**src/rtl/ifetch_unit_pkg.sv**
```systemverilog
// rtl/ifetch_unit_pkg.sv - shared next-PC and fetch-state encodings for ifetch_unit
package ifetch_unit_pkg;

    // Next-PC selection driven by ctrl
    localparam logic [1:0] NPC_PLUS4  = 2'b00;
    localparam logic [1:0] NPC_BRANCH = 2'b01;
    localparam logic [1:0] NPC_JUMP   = 2'b10;
    localparam logic [1:0] NPC_JR     = 2'b11;

    // Fetch sequencer states
    localparam logic [1:0] IF_IDLE  = 2'b00;
    localparam logic [1:0] IF_FETCH = 2'b01;
    localparam logic [1:0] IF_EXEC  = 2'b10;
    localparam logic [1:0] IF_HALT  = 2'b11;

    // Branch displacement: sign-extended 16-bit word offset converted to bytes
    function automatic logic [31:0] branch_offset(input logic [15:0] imm);
        return {{14{imm[15]}}, imm, 2'b00};
    endfunction

endpackage

```
**src/rtl/ifetch_unit_npc_calc.sv**
```systemverilog
// rtl/ifetch_unit_npc_calc.sv - combinational next-PC arithmetic
module npc_calc (
    input  logic [31:0] pc,
    input  logic [25:0] instr_idx,
    input  logic [31:0] rs_data,
    input  logic [1:0]  NPCOp,
    output logic [31:0] npc,
    output logic        misalign
);
    import ifetch_unit_pkg::*;

    logic [31:0] pc_plus4;

    assign pc_plus4 = pc + 32'd4;

    // Select the successor PC; all sums wrap modulo 2^32
    always_comb begin
        npc = pc_plus4;
        case (NPCOp)
            NPC_PLUS4:  npc = pc_plus4;
            NPC_BRANCH: npc = pc_plus4 + branch_offset(instr_idx[15:0]);
            NPC_JUMP:   npc = {pc_plus4[31:28], instr_idx, 2'b00};
            NPC_JR:     npc = rs_data;
            default:    npc = pc_plus4;
        endcase
    end

    // Only a register target can land off a word boundary
    assign misalign = |npc[1:0];

endmodule

```
**src/rtl/ifetch_unit.sv**
```systemverilog
// rtl/ifetch_unit.sv - PC sequencer and instruction fetch with req/rdy memory handshake
module ifetch_unit #(
    parameter logic [31:0] RESET_PC = 32'h0000_3000
) (
    input  logic        clk,
    input  logic        rst,
    output logic        imem_req,
    output logic [31:0] imem_addr,
    input  logic        imem_rdy,
    input  logic [31:0] imem_rdata,
    input  logic [1:0]  NPCOp,
    input  logic [31:0] rs_data,
    input  logic        hold,
    output logic [31:0] instr,
    output logic [31:0] pc,
    output logic [31:0] pc_plus4,
    output logic        commit,
    output logic        fault
);
    import ifetch_unit_pkg::*;

    logic [1:0]  state_q, state_d;
    logic [31:0] pc_q, pc_d;
    logic [31:0] instr_q, instr_d;
    logic        fault_q, fault_d;
    logic [31:0] npc;
    logic        misalign;

    npc_calc u_npc_calc (
        .pc        (pc_q),
        .instr_idx (instr_q[25:0]),
        .rs_data   (rs_data),
        .NPCOp     (NPCOp),
        .npc       (npc),
        .misalign  (misalign)
    );

    // Sequencer: one IDLE cycle, fetch until rdy, execute until hold drops, halt on bad target
    always_comb begin
        state_d = state_q;
        pc_d    = pc_q;
        instr_d = instr_q;
        fault_d = fault_q;
        case (state_q)
            IF_IDLE: begin
                state_d = IF_FETCH;
            end
            IF_FETCH: begin
                if (imem_rdy) begin
                    instr_d = imem_rdata;
                    state_d = IF_EXEC;
                end
            end
            IF_EXEC: begin
                if (!hold) begin
                    if (misalign) begin
                        fault_d = 1'b1;
                        state_d = IF_HALT;
                    end else begin
                        pc_d    = npc;
                        state_d = IF_FETCH;
                    end
                end
            end
            IF_HALT: begin
                state_d = IF_HALT;
            end
            default: begin
                state_d = IF_IDLE;
            end
        endcase
    end

    // State registers; reset overrides any handshake or commit on the same edge
    always_ff @(posedge clk) begin
        if (rst) begin
            state_q <= IF_IDLE;
            pc_q    <= RESET_PC;
            instr_q <= 32'd0;
            fault_q <= 1'b0;
        end else begin
            state_q <= state_d;
            pc_q    <= pc_d;
            instr_q <= instr_d;
            fault_q <= fault_d;
        end
    end

    // Strobes are masked during reset so an in-flight fetch or commit is dropped cleanly
    assign imem_req  = ~rst & (state_q == IF_FETCH);
    assign imem_addr = pc_q;
    assign commit    = ~rst & (state_q == IF_EXEC) & ~hold;
    assign instr     = instr_q;
    assign pc        = pc_q;
    assign pc_plus4  = pc_q + 32'd4;
    assign fault     = fault_q;

endmodule

```
**config.mk**
```make
export PLATFORM = sky130hd
export DESIGN_NAME = ifetch_unit
export DESIGN_NICKNAME = d
export VERILOG_FILES = /design/src/rtl/ifetch_unit_pkg.sv /design/src/rtl/ifetch_unit_npc_calc.sv /design/src/rtl/ifetch_unit.sv
export SDC_FILE = /design/constraint.sdc
export NUM_CORES = 1
export LEC_CHECK = 0
export BUFFER_PORTS_ARGS = -buffer_cell sky130_fd_sc_hd__buf_2
export CAP_MARGIN = 20
export CORE_MARGIN = 2
export CORE_UTILIZATION = 29
export DETAILED_ROUTE_END_ITERATION = 16
export GPL_ROUTABILITY_DRIVEN = 0
export PLACE_DENSITY_LB_ADDON = 0.25
export SYNTH_ARGS = -nofsm -noshare
export SYNTH_HDL_FRONTEND = slang
export SYNTH_SLANG_ARGS = --single-unit
export TNS_END_PERCENT = 50
```
**constraint.sdc**
```tcl
create_clock -name clk -period 4.7 [get_ports clk]
set_input_delay 0.47 -clock clk [delete_from_list [all_inputs] [get_ports clk]]
set_output_delay 0.47 -clock clk [all_outputs]
set_load 0.03 [all_outputs]
```
# Yosys cells after proc, flatten, opt, wreduce, memory -nomap -nowiden
# Index checks and enable logic that the tools add are counted.
# Widths: inputs -> output; s select.
dict set report op_classes {
  addsub 2
  n_mul 0
  div_mod_pow 0
  magnitude_cmp 0
  eq_ne 8
  shifts 0
  mux 5
  bitwise_logic 6
  n_reduce_logical 7
}
# op count
set op_table {}
lappend op_table {{$pmux 32 s4} 1}
lappend op_table {{$add 32x3->32 const B} 1}
lappend op_table {{$add 32x32->32} 1}
lappend op_table {{$eq 2x2->1 const B} 4}
lappend op_table {{$pmux 2 s4} 1}
lappend op_table {{$mux 2} 3}
lappend op_table {{$reduce_and 3->1} 2}
lappend op_table {{$eq 2x1->1 const B} 2}
lappend op_table {{$logic_not 2->1} 2}
lappend op_table {{$ne 2x2->1 const B} 2}
lappend op_table {{$reduce_and 2->1} 2}
lappend op_table {{$and 1x1->1} 3}
lappend op_table {{$not 1->1} 3}
lappend op_table {{$reduce_or 2->1} 1}
dict set report word_totals {
  regBits 67
  latchBits 0
  ram_bits 0
  rom_bits 0
  out_inout_bits 131
  elab_cells 32
  mem_count 0
}

# Depth between registers and ports, before layout
# Gate-level depths: netlist of the first run.
dict set report depth {
  ltp_word 7
  ltp_mapped 16
}

# Modules after synthesis
# Synthesis of the first run repeated with hierarchy kept, for this count alone.
dict set report hier_totals {
  hier_cells 779
  area_unflattened_um2 6077.1
}
# module n_inst cells_per_inst area_each_um2 seq_area_each_um2
set by_module_without_submodules {}
lappend by_module_without_submodules {ifetch_unit 1 417 3208.1 1341.3}
lappend by_module_without_submodules {npc_calc 1 362 2869.0 0.0}

# Worst setup path after synthesis of the first run
# No wires, ideal clock.
dict set report synth_path {
  kind {reg2reg}
  from {reg pc_q[4] (netlist: imem_addr[4])}
  to {reg pc_q[24] (netlist: imem_addr[24])}
  arrival_ps 4352
  required_time_ps 4583
  path_slack_ps 231
  stages_incl_launch_ff 17
  period_less_slack_ps 4469
  cell_sequence {dfxtp_1 nand3_1 nor3_2 and4_2 clkbuf_1 nand3_1 xnor2_1 ha_1 nand2_1 nor2b_1 and3_1 a21oi_1 nand4_1 a41oi_1 xnor2_1 mux4_2 a22o_1}
}
dict set report synth_via {
  elab_chain_cells 3
}
# item line
set synth_rtl {}
lappend synth_rtl {{start: declaration} ifetch_unit.sv:23} ;# logic [31:0] pc_q, pc_d;
lappend synth_rtl {{start signal: assignment} ifetch_unit.sv:83} ;# pc_q <= pc_d;
lappend synth_rtl {{$add 32x3->32} n/a}
lappend synth_rtl {{net pc_plus4[17]} ifetch_unit.sv:16} ;# output logic [31:0] pc_plus4,
lappend synth_rtl {{$add 32x32->32} ifetch_unit_npc_calc.sv:21} ;# NPC_BRANCH: npc = pc_plus4 + branch_offset(instr_idx[15:0]);
lappend synth_rtl {{$pmux 32 s4} ifetch_unit_npc_calc.sv:19} ;# case (NPCOp)
# The timed path passes the listed nets, and every way through them passes these cells.
# A chain may end at the register's enable or synchronous reset.

# Worst setup path in the final report of the first run
dict set report layout_path {
  from {reg pc_q[2] (netlist: imem_addr[2])}
  to {reg pc_q[31] (netlist: imem_addr[31])}
}
dict set report layout_via {
  elab_chain_cells 3
}
# item line
set layout_rtl {}
lappend layout_rtl {{$add 32x3->32 *} ifetch_unit_npc_calc.sv:14} ;# assign pc_plus4 = pc + 32'd4;
lappend layout_rtl {{$add 32x32->32} ifetch_unit_npc_calc.sv:21}
lappend layout_rtl {{$pmux 32 s4 *} ifetch_unit_npc_calc.sv:19}
# Every way passes the cells marked *; elsewhere a longest branch is shown, timed or not.

==> flow_metrics.py, run 1 <==
metrics = {
    "floorplanning": {
        "rows": 50,
        "pin_count": 201,
        "core_um2": 18800,
        "dieHeight_um": 142,
        "design.die.area_um2": 20300,
        "start_util_pct": 29.6,
        "die_w_um": 142,
    },
    "cts": {
        "postCtsSetupRepairBufs": 0,
        "cts-buffers-inserted": 9,
        "htree_num_levels": 3,
        "cts_resized": 0,
        "postCtsHoldBufs": 0,
        "clkTransAtPathRegs_ns": 0.06,
        "root_buffer": "clkbuf_16",
        "clock-sinks": 67,
        "clockBufferDepth": 2,
        "clk_latency_ns": 0.35,
        "cts_tree": "built",
    },
    "worst_setup_path": {
        "worst_r2r_endpoint": "imem_addr[31]$_SDFFE_PP0P_",
        "crit_buf_inv": 0,
        "required_ns": 4.94,
        "crit_fanout": 7,
        "timing.rr.start": "imem_addr[2]$_SDFFE_PP0P_",
        "cp_slowest_cell": "or4_4",
        "path_delay_family": "simple AND/OR/NAND/NOR gates",
        "start_kind": "register",
        "crit_type": "register to register",
        "path_cells": "ha_1 -> nand2_1 -> or4_4 -> nor2_8 -> nand2_4 -> nor2_4 -> xor2_1 -> ha_1 -> a21o_1 -> a2111oi_0 -> a221oi_1 -> a221oi_1 -> nor3_1 -> nor4_1",
        "r2r_cells": 14,
        "critPathArrivalTime_ns": 4.41,
        "endpoint_kind": "register",
        "reg2reg_slack_ns": 0.54,
        "slowest_delay_ns": 0.60,
    },
    "power_and_ir_drop": {
        "ir_drop_mv": 0.169,
        "p_int_mw": 1.14,
        "p_leak_nw": 3.28,
        "power_frac_clock_pct": 43.4,
        "p_per_area_nw_per_um2": 236,
        "p_switching_mw": 0.478,
        "swShare_pct": 29.6,
        "power_frac_comb_pct": 18.7,
        "p_seq_share_pct": 37.9,
    },
    "routing": {
        "wl_per_cell_um": 17.7,
        "drt_iter0_markers": 340,
        "firstDrtPassIters": 5,
        "via_per_inst": 5.28,
        "vias": 5814,
        "final_antenna_net_count": 0,
        "drc_errors": 0,
        "drt-total-wl_um": 19400,
    },
    "place": {
        "io_buffer_count": 200,
        "dp_hpwl_um": 14800,
        "pre_cts_ws_ns": 0.540,
    },
    "sta": {
        "min_period_ns": 4.16,
        "rsz0062_at_grt": "false",
        "relSlewSlack_pct": 45.5,
        "setup_tns_ns": 0,
        "worst_slack_ns": 0.536,
        "finalHoldViolations": 0,
        "finalSetupViolCount": 0,
        "maxClockFrequency_mhz": 240,
        "max_slew.worst_pin.slew_ns": 0.816,
        "slew_viol_final": 0,
        "finClkSkew_ns": 0.00486,
        "min_period_over_period_pct": 88.6,
    },
    "finish": {
        "fin_nets": 968,
        "final_common_cell": "buf_2",
        "diodes": 0,
        "drive_above_1_share_pct": 30.1,
        "final_cell_mix": "200 x buf_2, 122 x nand2_1, 77 x a21oi_1",
        "final_util_pct": 36.4,
        "area.growth.synth_to_final_pct": 23.0,
    },
    "synth": {
        "syn-num-nets": 815,
        "synth_edf_count": 0,
        "synth_area_leaders": "dfxtp_1 24%, nand2_1 8.2%, ha_1 7.7%, a21oi_1 6.9%, mux4_2 6.9%",
        "ys_ff_latch": 67,
        "synthFlopType": "dfxtp_1",
        "synthDistinctLibCells": 71,
        "synthCells": 710,
        "yosysTopAreaCell": "dfxtp_1",
        "ys_warn_count": 0,
        "syn-cell-area_um2": 5560,
        "avgSynthCellArea_um2": 7.83,
        "synth_top_area_share_pct": 24.1,
        "async_flop_share_pct": 0,
        "seq_area_frac_synth_pct": 24.1,
    },
    "global_route": {
        "grt_max_degree": 51,
        "track_usage_pct": 19.1,
        "grt_pass1_wl_um": 29900,
        "gr-total-overflow": 0,
        "first_global_vias": 5396,
        "antenna_found_initial": 0,
    },
    "run_status": {
        "status": "completed",
    },
    "hold_path": {
        "holdPathEnd": "instr[9]$_SDFFE_PP0P_",
        "hold_depth": 3,
        "hp-class": "input pin to register",
        "holdCritStartpoint": "imem_rdata[9]",
    },
    "job": {
        "maxCapViolCount": 0,
    },
}
how the worst max path moves through the flow:
stage	from	endpoint	slack [ns]	cells after the start
4_1_cts	imem_addr[2]$_SDFFE_PP0P_	imem_addr[24]$_SDFFE_PP0P_	0.53	16
3_5_place_dp	imem_addr[2]$_SDFFE_PP0P_	imem_addr[24]$_SDFFE_PP0P_	0.54	16
5_1_grt	imem_addr[2]$_SDFFE_PP0P_	imem_addr[31]$_SDFFE_PP0P_	0.09	13
3_3_place_gp	imem_addr[2]$_SDFFE_PP0P_	imem_addr[24]$_SDFFE_PP0P_	0.65	16
6_report	imem_addr[2]$_SDFFE_PP0P_	imem_addr[31]$_SDFFE_PP0P_	0.54	14
2_1_floorplan	imem_addr[4]$_SDFFE_PP0P_	imem_addr[24]$_SDFFE_PP0P_	0.23	16
worst min-delay path, stage by stage:
cell     delay [ns]
buf_2          0.09
nand2_1        0.04
a21oi_1        0.05
registers in the layout, summed over array words and instances (netlist names):
| signal | count |
|---|---|
| state_q | 2 |
| instr | 32 |
| fault | 1 |
| imem_addr | 32 |
cells in the mapped netlist, drive strengths merged, types with 3 or more instances:
| cell | instances |
|---|---|
| dfxtp | 67 |
| or4 | 3 |
| o31ai | 4 |
| a211oi | 11 |
| nand3b | 4 |
| o22ai | 3 |
| buf | 39 |
| mux4 | 17 |
| mux2i | 8 |
| o21bai | 4 |
| nand2 | 123 |
| ha | 34 |
| clkbuf | 29 |
| nor2 | 51 |
| nor3b | 3 |
| xnor2 | 31 |
| and2 | 5 |
| o21a | 4 |
| nor3 | 19 |
| a22o | 5 |
| o211ai | 3 |
| xor2 | 13 |
| a221oi | 3 |
| nand2b | 4 |
| inv | 13 |
| o21ai | 32 |
| nor2b | 5 |
| a21o | 12 |
| o2111ai | 3 |
| and3 | 12 |
| nand4 | 13 |
| a21oi | 77 |
| nand3 | 18 |
| a31oi | 6 |
cell type report:
cell class              instances  area, µm²
clock buffers                  13        260
clock inverters                 2       35.0
fillers                      2044      11900
inverters                      14       52.6
multi-input cells             561       3780
flip-flops and latches         67       1340
well taps                     234        293
repair buffers                210       1080
power groups by stage:
stage                     logic, mW  clock network, mW  registers, mW
after global routing          0.332              0.744          0.615
after detailed placement      0.305                  0          0.624
after CTS                     0.306              0.726          0.612
after floorplan               0.174                  0          0.652
after global placement        0.304                  0          0.624
final                         0.302              0.701          0.612
metrics by stage:
step	hold slack [ns]	cell area [µm²]	instances	power, mW
final	0.355	6840	1101	1.61
after global routing	0.350	6840	1101	1.69
after CTS	0.342	6840	1101	1.64
after detailed placement	0.446	6540	1086	0.930
after global placement	0.442	6540	1086	0.929
after floorplan	0.501	5560	710	0.825
kinds of logic (layout without fill, tap and decap cells):
logic type	count (synthesis)	in the layout	synth area share (%)
multiplexers	27	27	8.73
adder cells (fa/ha/maj)	35	35	8.01
AO/OA/AOI/OAI	184	184	20.5
XOR/XNOR	44	44	6.93
AND/OR/NAND/NOR	271	271	23.7
buffers and inverters	82	239	7.97
flip-flops	67	67	24.1
per-layer routing:
| layer | track usage, % | share of wire, % | vias up |
|---|---|---|---|
| met5 | 0 | 0 | - |
| met1 | 24.9 | 45 | 2738 |
| met3 | 5.35 | 7.2 | 24 |
| met4 | 5.26 | 1.9 | 0 |
| met2 | 30.8 | 45 | 221 |
| li1 | - | - | 2831 |
(Power assumes the default switching activity.)
==> run 2: changes to the inputs <==
--- a/config.mk
+++ b/config.mk
@@ -12,6 +12,8 @@
 export DETAILED_ROUTE_END_ITERATION = 16
 export GPL_ROUTABILITY_DRIVEN = 0
 export PLACE_DENSITY_LB_ADDON = 0.25
+export REMOVE_ABC_BUFFERS = 1
+export SLEW_MARGIN = 10
 export SYNTH_ARGS = -nofsm -noshare
 export SYNTH_HDL_FRONTEND = slang
 export SYNTH_SLANG_ARGS = --single-unit
==> flow_metrics.py, run 2 (synthesis gave the netlist of run 1 again) <==
metrics = {
    "sta": {
        "setup_tns_ns": 0,
        "finalSetupViolCount": 0,
        "min_period_over_period_pct": 90.4,
        "maxClockFrequency_mhz": 235,
        "max_slew.worst_pin.slew_ns": 0.844,
        "timing.hold.ws_ns": 0.357,
        "relSlewSlack_pct": 43.6,
        "rsz0062_at_grt": "false",
        "slew_viol_final": 0,
        "worst_slack_ns": 0.449,
        "finalHoldViolations": 0,
        "min_period_ns": 4.25,
        "finClkSkew_ns": 0.0116,
    },
    "finish": {
        "area.growth.synth_to_final_pct": 23.8,
        "fin_nets": 970,
        "final_cell_mix": "200 x buf_2, 122 x nand2_1, 77 x a21oi_1",
        "final_common_cell": "buf_2",
        "drive_above_1_share_pct": 30.5,
        "diodes": 0,
    },
    "run_status": {
        "status": "completed",
    },
    "cts": {
        "cts_resized": 0,
        "clkTransAtPathRegs_ns": 0.06,
        "root_buffer": "clkbuf_16",
        "htree_num_levels": 3,
        "postCtsSetupRepairBufs": 0,
        "cts_tree": "built",
        "clk_latency_ns": 0.35,
        "clock-sinks": 67,
        "postCtsHoldBufs": 0,
        "clockBufferDepth": 2,
        "cts-buffers-inserted": 9,
    },
    "job": {
        "maxCapViolCount": 0,
    },
    "worst_setup_path": {
        "critPathArrivalTime_ns": 4.49,
        "crit_fanout": 7,
        "path_delay_family": "simple AND/OR/NAND/NOR gates",
        "cp_slowest_cell": "dfxtp_1",
        "worst_r2r_endpoint": "imem_addr[24]$_SDFFE_PP0P_",
        "timing.rr.start": "imem_addr[2]$_SDFFE_PP0P_",
        "crit_buf_inv": 0,
        "r2r_cells": 16,
        "reg2reg_slack_ns": 0.45,
        "required_ns": 4.94,
        "path_depth": 16,
        "crit_type": "register to register",
        "path_cells": "ha_1 -> and3_1 -> nand3_1 -> nor2_1 -> and3_2 -> xor2_1 -> ha_1 -> and2_1 -> nor2b_1 -> and3_1 -> a21oi_1 -> nand4_1 -> a41oi_1 -> xnor2_1 -> mux4_2 -> a22o_1",
        "start_kind": "register",
        "slowest_delay_ns": 0.45,
        "endpoint_kind": "register",
    },
    "place": {
        "io_buffer_count": 200,
        "pre_cts_ws_ns": 0.451,
        "dp_hpwl_um": 15000,
    },
    "power_and_ir_drop": {
        "ir_drop_mv": 0.167,
        "swShare_pct": 29.7,
        "p_int_mw": 1.18,
        "power_frac_comb_pct": 18.0,
        "power_frac_clock_pct": 45.6,
        "p_seq_share_pct": 36.3,
        "p_leak_nw": 3.29,
        "p_per_area_nw_per_um2": 244,
        "p_switching_mw": 0.499,
    },
    "hold_path": {
        "hold_depth": 3,
        "hp-class": "input pin to register",
        "holdCritStartpoint": "imem_rdata[5]",
        "holdPathEnd": "instr[5]$_SDFFE_PP0P_",
    },
    "floorplanning": {
        "pin_count": 201,
        "start_util_pct": 29.6,
        "core_um2": 18800,
        "die_w_um": 142,
        "rows": 50,
        "dieHeight_um": 142,
        "design.die.area_um2": 20300,
    },
    "global_route": {
        "antenna_found_initial": 0,
        "grt_max_degree": 38,
        "grt_pass1_wl_um": 30400,
        "gr-total-overflow": 0,
        "track_usage_pct": 19.3,
        "first_global_vias": 5484,
    },
    "routing": {
        "via_per_inst": 5.19,
        "final_antenna_net_count": 0,
        "firstDrtPassIters": 5,
        "drt-total-wl_um": 19600,
        "drc_errors": 0,
        "drt_iter0_markers": 350,
        "vias": 5726,
        "wl_per_cell_um": 17.7,
    },
}
## run 2: how the worst max path moves through the flow
stage	to	slack [ns]	from
finish	imem_addr[24]$_SDFFE_PP0P_	0.45	imem_addr[2]$_SDFFE_PP0P_
floorplan	imem_addr[24]$_SDFFE_PP0P_	0.07	imem_addr[2]$_SDFFE_PP0P_
global placement	imem_addr[24]$_SDFFE_PP0P_	0.57	imem_addr[2]$_SDFFE_PP0P_
detailed placement	imem_addr[24]$_SDFFE_PP0P_	0.45	imem_addr[2]$_SDFFE_PP0P_
CTS	imem_addr[24]$_SDFFE_PP0P_	0.44	imem_addr[2]$_SDFFE_PP0P_
global route	imem_addr[24]$_SDFFE_PP0P_	0.14	imem_addr[8]$_SDFFE_PP0P_
## run 2: area by class of cell
| cell class | count | area (µm²) |
|---|---|---|
| clock inverter | 5 | 85.1 |
| timing repair buffer | 212 | 1090 |
| tap | 234 | 293 |
| fill | 2046 | 11900 |
| multi-input combinational | 561 | 3780 |
| clock buffer | 11 | 243 |
| sequential | 67 | 1340 |
| inverter | 14 | 52.6 |
## run 2: routing by layer
layer	GRT usage, %	vias up	share of wire, %
li1	-	2848	-
met1	27.0	2679	47
met2	30.0	173	44
met3	4.27	26	6.5
met4	5.42	0	1.9
met5	0	-	0
## run 2: power by group through the flow
stage	Clock [mW]	Combinational [mW]	Sequential [mW]
finish	0.768	0.303	0.611
floorplan	0	0.138	0.659
detailed placement	0	0.305	0.624
CTS	0.787	0.306	0.611
global placement	0	0.306	0.623
global route	0.812	0.333	0.614
## run 2: tightest hold or removal path, stage by stage
cell and delay (ns):
buf_2 0.09, nand2_1 0.04, a21oi_1 0.05
## run 2: stage by stage
step | total power, mW | instance area [µm²] | std cells | util (%)
after floorplan | 0.798 | 5170 | 642 | -
after global placement | 0.929 | 6550 | 1087 | 34.9
after detailed placement | 0.929 | 6550 | 1087 | 34.9
after CTS | 1.70 | 6880 | 1103 | 36.6
after global routing | 1.76 | 6880 | 1104 | 36.7
final | 1.68 | 6880 | 1104 | 36.7
